--- src/rtl/mem_stage.sv ---
// Memory stage of the five-stage ARM pipeline: EX/MEM and MEM/WB registers plus a
// req/ack load/store engine that freezes the upstream pipeline while an access is open.
module mem_stage #(
  parameter logic [31:0] ADDR_BASE = 32'd1024,
  parameter int          TIMEOUT   = 15
) (
  input  logic        clk,
  input  logic        rst,
  input  logic [31:0] ALU_result_in,
  input  logic [31:0] val_Rm_in,
  input  logic [3:0]  Dest_in,
  input  logic        WB_EN_in,
  input  logic        MEM_R_EN_in,
  input  logic        MEM_W_EN_in,
  output logic        mem_req,
  output logic        mem_we,
  output logic [31:0] mem_addr,
  output logic [31:0] mem_wdata,
  input  logic        mem_ack,
  input  logic [31:0] mem_rdata,
  output logic        freeze,
  output logic [31:0] ALU_Res,
  output logic [3:0]  Dest_mem,
  output logic        WB_EN_mem,
  output logic [31:0] WB_Val,
  output logic [3:0]  Dest_wb,
  output logic        WB_EN_wb,
  output logic        mem_err
);

  localparam int CNT_W = (TIMEOUT < 2) ? 1 : $clog2(TIMEOUT + 1);
  localparam logic [CNT_W-1:0] CNT_LAST = CNT_W'(TIMEOUT - 1);

  typedef enum logic {IDLE, BUSY} state_t;

  state_t            state_reg, state_next;
  logic [CNT_W-1:0]  count_reg, count_next;
  logic              done_reg, done_next;
  logic [31:0]       load_data_reg, load_data_next;
  logic              err_reg, err_next;

  // EX/MEM register
  logic [31:0] alu_res_reg;
  logic [31:0] val_rm_reg;
  logic [3:0]  dest_mem_reg;
  logic        wb_en_mem_reg;
  logic        mem_r_en_reg;
  logic        mem_w_en_reg;

  // MEM/WB register
  logic [31:0] wb_val_reg;
  logic [3:0]  dest_wb_reg;
  logic        wb_en_wb_reg;

  logic mem_op;
  logic busy;

  assign mem_op = mem_r_en_reg | mem_w_en_reg;
  assign busy   = (state_reg == BUSY);
  // The op stays frozen in EX/MEM until its handshake has finished.
  assign freeze = mem_op & ~done_reg;

  assign mem_req   = busy;
  assign mem_we    = busy & mem_w_en_reg;
  assign mem_addr  = busy ? ((alu_res_reg - ADDR_BASE) >> 2) : 32'd0;
  assign mem_wdata = busy ? val_rm_reg : 32'd0;

  assign ALU_Res   = alu_res_reg;
  assign Dest_mem  = dest_mem_reg;
  assign WB_EN_mem = wb_en_mem_reg;
  assign WB_Val    = wb_val_reg;
  assign Dest_wb   = dest_wb_reg;
  assign WB_EN_wb  = wb_en_wb_reg;
  assign mem_err   = err_reg;

  always_ff @(posedge clk or negedge rst) begin
    if (!rst) state_reg <= IDLE;
    else      state_reg <= state_next;
  end

  always_comb begin
    state_next     = state_reg;
    count_next     = count_reg;
    done_next      = done_reg;
    load_data_next = load_data_reg;
    err_next       = err_reg;
    if (!freeze) done_next = 1'b0;
    case (state_reg)
      IDLE: begin
        if (mem_op && !done_reg) begin
          state_next = BUSY;
          count_next = '0;
        end
      end
      BUSY: begin
        if (mem_ack) begin
          state_next     = IDLE;
          load_data_next = mem_rdata;
          done_next      = 1'b1;
        end else if (count_reg == CNT_LAST) begin
          // Give up: complete with zero data and flag the error until reset.
          state_next     = IDLE;
          load_data_next = 32'd0;
          done_next      = 1'b1;
          err_next       = 1'b1;
        end else begin
          count_next = count_reg + CNT_W'(1);
        end
      end
      default: state_next = IDLE;
    endcase
  end

  always_ff @(posedge clk or negedge rst) begin
    if (!rst) begin
      count_reg     <= '0;
      done_reg      <= 1'b0;
      load_data_reg <= 32'd0;
      err_reg       <= 1'b0;
      alu_res_reg   <= 32'd0;
      val_rm_reg    <= 32'd0;
      dest_mem_reg  <= 4'd0;
      wb_en_mem_reg <= 1'b0;
      mem_r_en_reg  <= 1'b0;
      mem_w_en_reg  <= 1'b0;
      wb_val_reg    <= 32'd0;
      dest_wb_reg   <= 4'd0;
      wb_en_wb_reg  <= 1'b0;
    end else begin
      count_reg     <= count_next;
      done_reg      <= done_next;
      load_data_reg <= load_data_next;
      err_reg       <= err_next;
      if (!freeze) begin
        alu_res_reg   <= ALU_result_in;
        val_rm_reg    <= val_Rm_in;
        dest_mem_reg  <= Dest_in;
        wb_en_mem_reg <= WB_EN_in;
        mem_r_en_reg  <= MEM_R_EN_in;
        mem_w_en_reg  <= MEM_W_EN_in;
      end
      if (freeze) begin
        wb_en_wb_reg <= 1'b0;
      end else begin
        // Stores never write back, whatever WB_EN says.
        wb_en_wb_reg <= wb_en_mem_reg & ~mem_w_en_reg;
        dest_wb_reg  <= dest_mem_reg;
        wb_val_reg   <= mem_r_en_reg ? load_data_reg : alu_res_reg;
      end
    end
  end

endmodule

--- config.mk ---
export PLATFORM = sky130hd
export DESIGN_NAME = mem_stage
export DESIGN_NICKNAME = d
export VERILOG_FILES = /design/src/rtl/mem_stage.sv
export SDC_FILE = /design/constraint.sdc
export NUM_CORES = 1
export LEC_CHECK = 0
export ABC_AREA = 1
export BUFFER_PORTS_ARGS = -buffer_cell sky130_fd_sc_hd__buf_2
export CAP_MARGIN = 15
export CORE_ASPECT_RATIO = 1.4
export CORE_MARGIN = 5
export CORE_UTILIZATION = 35
export CTS_CLUSTER_DIAMETER = 120
export DETAILED_ROUTE_END_ITERATION = 7
export PLACE_DENSITY_LB_ADDON = 0.05
export SLEW_MARGIN = 10
export SYNTH_ARGS = -nofsm -noshare
export SYNTH_HDL_FRONTEND = slang
export SYNTH_SLANG_ARGS = --single-unit
--- constraint.sdc ---
create_clock -name clk -period 4.1 [get_ports clk]
set_clock_uncertainty 0.15 [all_clocks]
set_input_delay 0.41 -clock clk [delete_from_list [all_inputs] [get_ports clk]]
set_output_delay 0.41 -clock clk [all_outputs]
set_load 0.02 [all_outputs]
# Yosys cells after proc, flatten, opt, wreduce, memory -nomap -nowiden
# Index checks and enable logic that the tools add are counted.
# Widths: inputs -> output; s select.
op_classes:
  addsub: 2
  n_eq_ne: 4
  mux: 18
  n_bitwise: 8
  reduce_logical: 6
op_table:
  columns: ["cell", "n"]
  rows:
  - ["$mux 32", 4]
  - ["$sub 32x11->32 const B", 1]
  - ["$mux 30", 1]
  - ["$mux 4", 3]
  - ["$mux 1", 8]
  - ["$pmux 4 s2", 1]
  - ["$ne 2x2->1 const B", 3]
  - ["$reduce_and 3->1", 2]
  - ["$add 4x1->4 const B", 1]
  - ["$eq 4x4->1 const B", 1]
  - ["$not 1->1", 4]
  - ["$and 1x1->1", 3]
  - ["$pmux 1 s2", 1]
  - ["$reduce_and 2->1", 1]
  - ["$reduce_bool 2->1", 1]
  - ["$logic_and 1x1->1", 1]
  - ["$logic_not 1->1", 1]
  - ["$or 1x1->1", 1]
totals:
  ff_bits: 147
  input_bits: 106
  output_inout_bits: 142
  word_cells: 52

# Depth between registers and ports, before layout
# Gate-level depths: netlist of the first run.
depth:
  ltp_word: 6
  mapped_depth: 8
  depth_no_buf: 8

# Least setup slack after synthesis of the first run
# Ideal clock, no wire load.
synth_path:
  path_kind: "reg2out"
  start: "reg alu_res_reg[11], in the netlist ALU_Res[11]"
  end: "out mem_addr[16]"
  t_arrival_ns: 1.486
  required_ns: 3.540
  setup_slack_ns: 2.054
  stages_incl_launch_ff: 7
  n_path_buf: 0
  path_cell_list: "dfrtp_1 inv_1 ha_1 nand2_1 nor2_2 o21ai_0 a21oi_1"
synth_between:
  elab_chain_len: 2
synth_rtl:
  columns: ["item", "line", "source"]
  rows:
  - ["start, declared", "43", "logic [31:0] alu_res_reg;"]
  - ["start signal, assigned", "135", "alu_res_reg <= ALU_result_in;"]
  - ["$sub 32x11->32", "65", "assign mem_addr = busy ? ((alu_res_reg - ADDR_BASE) >> 2) : 32'd0;"]
  - ["$mux 30", "65", null]
  - ["end, declared", "17", "output logic [31:0] mem_addr,"]
# Every way passes these cells.

# Final worst setup path of the first run
layout_path:
  start: "reg state_reg, in the netlist mem_req"
  end: "out mem_wdata[12]"
layout_between:
  elab_chain_len: 1
layout_rtl:
  columns: ["item", "line", "source"]
  rows:
  - ["start, declared", "36", "state_t state_reg, state_next;"]
  - ["start signal, assigned", "78", "else state_reg <= state_next;"]
  - ["$mux 32", "66", "assign mem_wdata = busy ? val_rm_reg : 32'd0;"]
  - ["end, declared", "18", "output logic [31:0] mem_wdata,"]
# Every way passes these cells.

==> flow_summary_export.csv, run 1 <==
group,metric,value,unit
status,status,"complete, no violations",
clock_network,htreeDepth,4,
clock_network,clock-root-buffer,"clkbuf_16",
clock_network,path_clk_slew,0.06,ns
placement,post-place-cells,1344,
detailed_routing,drc,0,
cells_and_area,final_layout_size_suffix_gt1_share,28.2,%
synth,ys_ff_latch,147,
placement,port_buffers,245,
synth,synth.area.top_cells,"dfrtp_1 53%, nand2_1 18%, o21ai_0 5.7%",
grt,grt_pass1_wl,34000,um
placement,place_area,8290,um2
detailed_routing,avgViaCountPerCell,4.56,
detailed_routing,ant_nets,0,
timing,slew_headroom,33.4,%
synth,yosysMostFrequentCell,"nand2_1",
timing,whs,0.0141,ns
timing,achievable-frequency,371,MHz
floorplanning,dieArea,22900,um2
detailed_routing,routed_wl,21100,um
clock_network,cts_tree,"built",
critical_path,cp.arrival,2.13,ns
floorplanning,core,19800,um2
clock_network,post-cts-setup-buffers,0,
critical_path,cp-end-kind,"primary output",
synth,synth_top_area_cell,"dfrtp_1",
floorplanning,die_y,177,um
timing,setup_viol,0,
clock_network,insertion_delay,0.43,ns
placement,dp_slack,1.53,ns
clock_network,clock-sinks,147,
floorplanning,ios,248,
clock_network,clockBufferDepth,2,
detailed_routing,drt_iter0_markers,346,
min_path,hp-start,"val_Rm_in[23]",
floorplanning,initial_utilization,35.2,%
synth,synth_edf_count,0,
cells_and_area,nets,1221,
timing,finalCritPeriodShare,65.7,%
critical_path,crit_start,"mem_req$_DFF_PN0_",
floorplanning,rows,61,
synth,syn_inst,887,
grt,grt_max_degree,93,
clock_network,ctsResizeCount,0,
critical_path,worstSetupPathType,"reg -> out",
grt,grt-ovfl-total,0,
grt,globalRouteTotalUtil,19.0,%
synth,synthFlopType,"dfrtp_1",
detailed_routing,detail_route.first_pass.iterations,4,
min_path,min_path_type,"in -> reg",
cells_and_area,nFillCells,2087,
synth,post_synth_num_cell_types,28,
synth,yosysTopAreaCellShare,52.8,%
floorplanning,fp.dieW,129,um
synth,synthTopCellsByCount,"341 x nand2_1, 147 x dfrtp_1, 92 x inv_1",
cells_and_area,fin_area,8930,um2
timing,period_needed,2.69,ns
cells_and_area,final_cells,1377,
cells_and_area,fin_util,45.2,%
critical_path,cp-start-kind,"register",
grt,grt_pass1_vias,6368,
pwr,total_power,8.39,mW
timing,final_hold_viol_count,0,
synth,yosysSeqAreaShare,52.8,%
timing,setup_tns,0,ns
critical_path,crit_fanout,57,
synth,synth_area,6960,um2
run,drv_cap,0,
detailed_routing,drt-wirelength-per-cell,15.3,um
critical_path,cp.required,3.54,ns
grt,grt_antenna_before_repair,2,
pwr,p_leak,5.12,nW
synth,ys_warn_count,0,
critical_path,r2r_start,"mem_w_en_reg$_DFFE_PN0N_",
placement,gp_congestion,0.766,
synth,synthArstFlopShare,100,%
detailed_routing,vias,6285,
synth,avgSynthCellArea,7.85,um2
timing,drv_slew,0,
timing,setup_slack,1.41,ns
pwr,vdd_ir_drop_max,0.344,mV
timing,worstMarginPinSlew,0.997,ns
cells_and_area,syn_to_final_growth,28.2,%
clock_network,cts_made_buffers,17,
placement,dpl.hpwl,14600,um
pwr,power_density,939,nW/um2
timing,rsz0062_at_grt,"no",
cells_and_area,n_antenna_cell,0,
-- critical path, cell delays in order, from the launching register on --
cell,delay (ns)
dfrtp_4,0.71
buf_4,0.62
nand2_1,0.13
inv_1,0.08
buf_2,0.16
-- what timing repair did --
item	4_1_cts	5_1_grt
hold buffers	1	0
endpoints found under the hold margin	90	0
setup endpoints to repair	0	0
-- power by group --
group | internal, mW | switching (mW)
clock network | 1.03 | 0.651
registers | 2.17 | 0.591
logic | 1.22 | 2.73
total | 4.42 | 3.97
-- path summary, 6_finish.rpt --
| check | to | slack (ns) | cells past startpoint |
|---|---|---|---|
| worst max register to register | ALU_Res[11]$_DFFE_PN0N_ | 1.75 | 5 |
| max in group asynchronous | load_data_reg[13]$_DFFE_PN0P_ | 2.27 | 3 |
| worst max-delay path | mem_wdata[12] | 1.41 | 4 |
| worst min-delay path | val_rm_reg[23]$_DFFE_PN0N_ | 0.01 | 3 |
| min in group asynchronous | WB_Val[7]$_DFFE_PN0N_ | 0.48 | 2 |
| worst min register to register | mem_err$_DFFE_PN0P_ | 0.32 | 1 |
-- area by class of cell --
class	instances	area (um2)	area share, %
inverter	98	368	4.12
timing repair buffer	253	1290	14.5
multi-input combinational	595	2630	29.5
tap	252	315	3.53
clock buffer	18	429	4.81
sequential	147	3680	41.3
clock inverter	14	201	2.26
-- kinds of logic after synthesis --
| logic type | count (synthesis) | synth area share [%] |
|---|---|---|
| other | 1 | 0.0538 |
| adders and majority gates | 3 | 0.539 |
| buffers and inverters | 146 | 9.41 |
| xor gates and xnor gates | 4 | 0.503 |
| DFF | 147 | 52.8 |
| AOI/OAI and AO/OA | 131 | 9.67 |
| and+or+nand+nor | 455 | 27.0 |
-- layout by cell type, fill, tap and decap left out, drive strengths merged --
master,Yosys,layout
nor3,1,1
a21oi,12,12
o21bai,1,1
nand2,348,348
and2,1,1
ha,3,3
clkbuf,7,18
o21ai,118,118
nor3b,1,1
nor2,54,54
clkinvlp,0,1
xor2,4,4
inv,98,102
buf,41,252
dfrtp,147,147
bufinv,0,4
nand3,50,50
conb,1,2
clkinv,0,5
dlygate4sd3,0,1
-- metal layers --
| metal | vias up | GRT usage, % | part of all wire, % |
|---|---|---|---|
| li1 | 3182 | - | - |
| met1 | 2905 | 23.9 | 42 |
| met2 | 174 | 32.4 | 50 |
| met3 | 20 | 5.13 | 6.8 |
| met4 | 4 | 4.77 | 1.1 |
| met5 | - | 0 | 0.12 |
No activity file was read; power rests on OpenSTA's default activity.
==> inputs of run 2 (changes only) <==
clock period = 2.45 ns   (was 4.1 ns; I/O delays follow)
==> run 2 against run 1 <==
Effect of this change:
- die area is the same
- via count grew 6.3%
- first-iteration DRC count fell by 5.2%
- critical path depth is 3 higher
- worst hold slack better by 0.014 ns
- sequential power rose by 64%
- sequential cell count unchanged
- global-route usage rose by 0.47 points
- total power up 70%
==> flow_summary_export.csv, run 2 (same netlist as run 1, synthesis figures left out) <==
group,metric,value,unit
status,status,"complete, no violations",
timing,setup_slack,0.0777,ns
clock_network,clockBufferDepth,2,
timing,worstMarginPinSlew,0.598,ns
detailed_routing,avgViaCountPerCell,4.49,
pwr,vdd_ir_drop_max,0.573,mV
timing,achievable-frequency,422,MHz
cells_and_area,layout_common_cells,"340 x nand2_1, 243 x buf_2, 145 x dfrtp_1, 104 x dlygate4sd3_1, 92 x inv_1",
critical_path,cp.required,2.06,ns
timing,setup_viol,0,
critical_path,critPathMaxStageDelay,0.42,ns
floorplanning,rows,61,
critical_path,crit_cells,7,
grt,grt_max_degree,65,
clock_network,path_clk_slew,0.06,ns
pwr,p_leak,5.60,nW
critical_path,path_cells,"inv_2, ha_2, nand3_2, nor2_4, nand2_1, a21oi_1, buf_4",
clock_network,cts_made_buffers,17,
timing,rsz0062_at_grt,"yes",
cells_and_area,final_layout_size_suffix_gt1_share,26.5,%
critical_path,worstReg2RegEnd,"ALU_Res[30]$_DFFE_PN0N_",
cells_and_area,layout_commonest_cell,"nand2_1",
clock_network,insertion_delay,0.42,ns
critical_path,rr_worst_depth,6,
cells_and_area,nFillCells,1942,
critical_path,crit_family,"flip-flops",
timing,whs,0.0281,ns
pwr,power_density,1410,nW/um2
clock_network,clock-root-buffer,"clkbuf_16",
critical_path,cp.arrival,1.98,ns
floorplanning,fp.dieW,129,um
clock_network,cts_tree,"built",
cells_and_area,syn_to_final_growth,44.6,%
detailed_routing,ant_nets,0,
cells_and_area,n_antenna_cell,0,
cells_and_area,final_cells,1488,
placement,port_buffers,245,
floorplanning,initial_utilization,35.2,%
placement,dp_slack,0.476,ns
timing,final_hold_viol_count,0,
floorplanning,die_y,177,um
pwr,total_power,14.2,mW
clock_network,htreeDepth,4,
grt,grt_pass1_vias,6720,
placement,dpl.hpwl,15200,um
min_path,min_path_type,"in -> reg",
critical_path,r2r_slack,0.59,ns
cells_and_area,fin_util,50.9,%
floorplanning,ios,248,
critical_path,worstSetupPathType,"reg -> out",
detailed_routing,routed_wl,21900,um
grt,grt_pass1_wl,35100,um
timing,period_needed,2.37,ns
placement,post-place-cells,1352,
run,drv_cap,0,
critical_path,critical_path_buf_inv_count,2,
cells_and_area,nets,1333,
floorplanning,dieArea,22900,um2
placement,place_area,8410,um2
timing,drv_slew,0,
detailed_routing,detail_route.first_pass.iterations,5,
min_path,hold-path-cell-count,4,
cells_and_area,multi_input_area,2650,um2
timing,slew_headroom,60.2,%
grt,grt_antenna_before_repair,0,
critical_path,cp-start-kind,"register",
critical_path,cp-end-kind,"primary output",
critical_path,cpMaxStageDelayCell,"dfrtp_1",
grt,grt-ovfl-total,0,
cells_and_area,ff_latch_area,3680,um2
cells_and_area,fin_area,10100,um2
detailed_routing,vias,6684,
timing,setup_tns,0,ns
min_path,min_to,"mem_err$_DFFE_PN0P_",
floorplanning,core,19800,um2
detailed_routing,drc,0,
detailed_routing,drt_iter0_markers,328,
min_path,hp-start,"mem_ack",
placement,gp_congestion,0.807,
grt,globalRouteTotalUtil,19.5,%
detailed_routing,drt-wirelength-per-cell,14.7,um
timing,finalCritPeriodShare,96.8,%
critical_path,crit_fanout,6,
critical_path,r2r_start,"mem_w_en_reg$_DFFE_PN0N_",
clock_network,clock-sinks,147,
-- run 2: how the worst max path moves through the flow --
stage	startpoint	to	slack (ns)
floorplan	ALU_Res[11]$_DFFE_PN0N_	mem_addr[16]	0.57
global placement	ALU_Res[10]$_DFFE_PN0N_	mem_addr[16]	0.49
detailed placement	ALU_Res[10]$_DFFE_PN0N_	mem_addr[16]	0.48
CTS	ALU_Res[10]$_DFFE_PN0N_	mem_addr[16]	0.002
global route	ALU_Res[12]$_DFFE_PN0N_	mem_addr[25]	-0.03
finish	ALU_Res[10]$_DFFE_PN0N_	mem_addr[18]	0.08
-- run 2: area by class of cell --
cell class	count	area share, %
inverter	98	3.65
clock inverter	12	1.54
timing repair buffer	365	24.4
sequential	147	36.6
tap	252	3.13
clock buffer	19	4.40
multi-input combinational	595	26.3
-- run 2: report_power, final --
group / switching [mW] / internal [mW]
clock: 1.04 / 1.63
sequential: 0.915 / 3.63
combinational: 4.72 / 2.30
-- run 2: what timing repair did --
item	CTS	global route
buffers inserted	0	1
setup endpoints to repair	0	6
gates resized for setup	0	5
hold buffers	104	0
hold endpoints to repair	160	0
-- run 2: worst reg2reg max path, stage by stage (launching register included) --
cell     delay (ns)
dfrtp_1        0.40
nand2_2        0.12
nand2_4        0.20
inv_2          0.46
buf_12         0.27
nand2_1        0.10
o21ai_0        0.07
-- run 2: routing by layer --
metal	share of wire [%]	global-route usage [%]	wire, um	vias up
li1	-	-	-	3418
met1	43	24.7	9480	3066
met2	49	33.1	10700	179
met3	6.4	4.86	1410	21
met4	1.3	5.12	283	0
met5	0	0	0	-
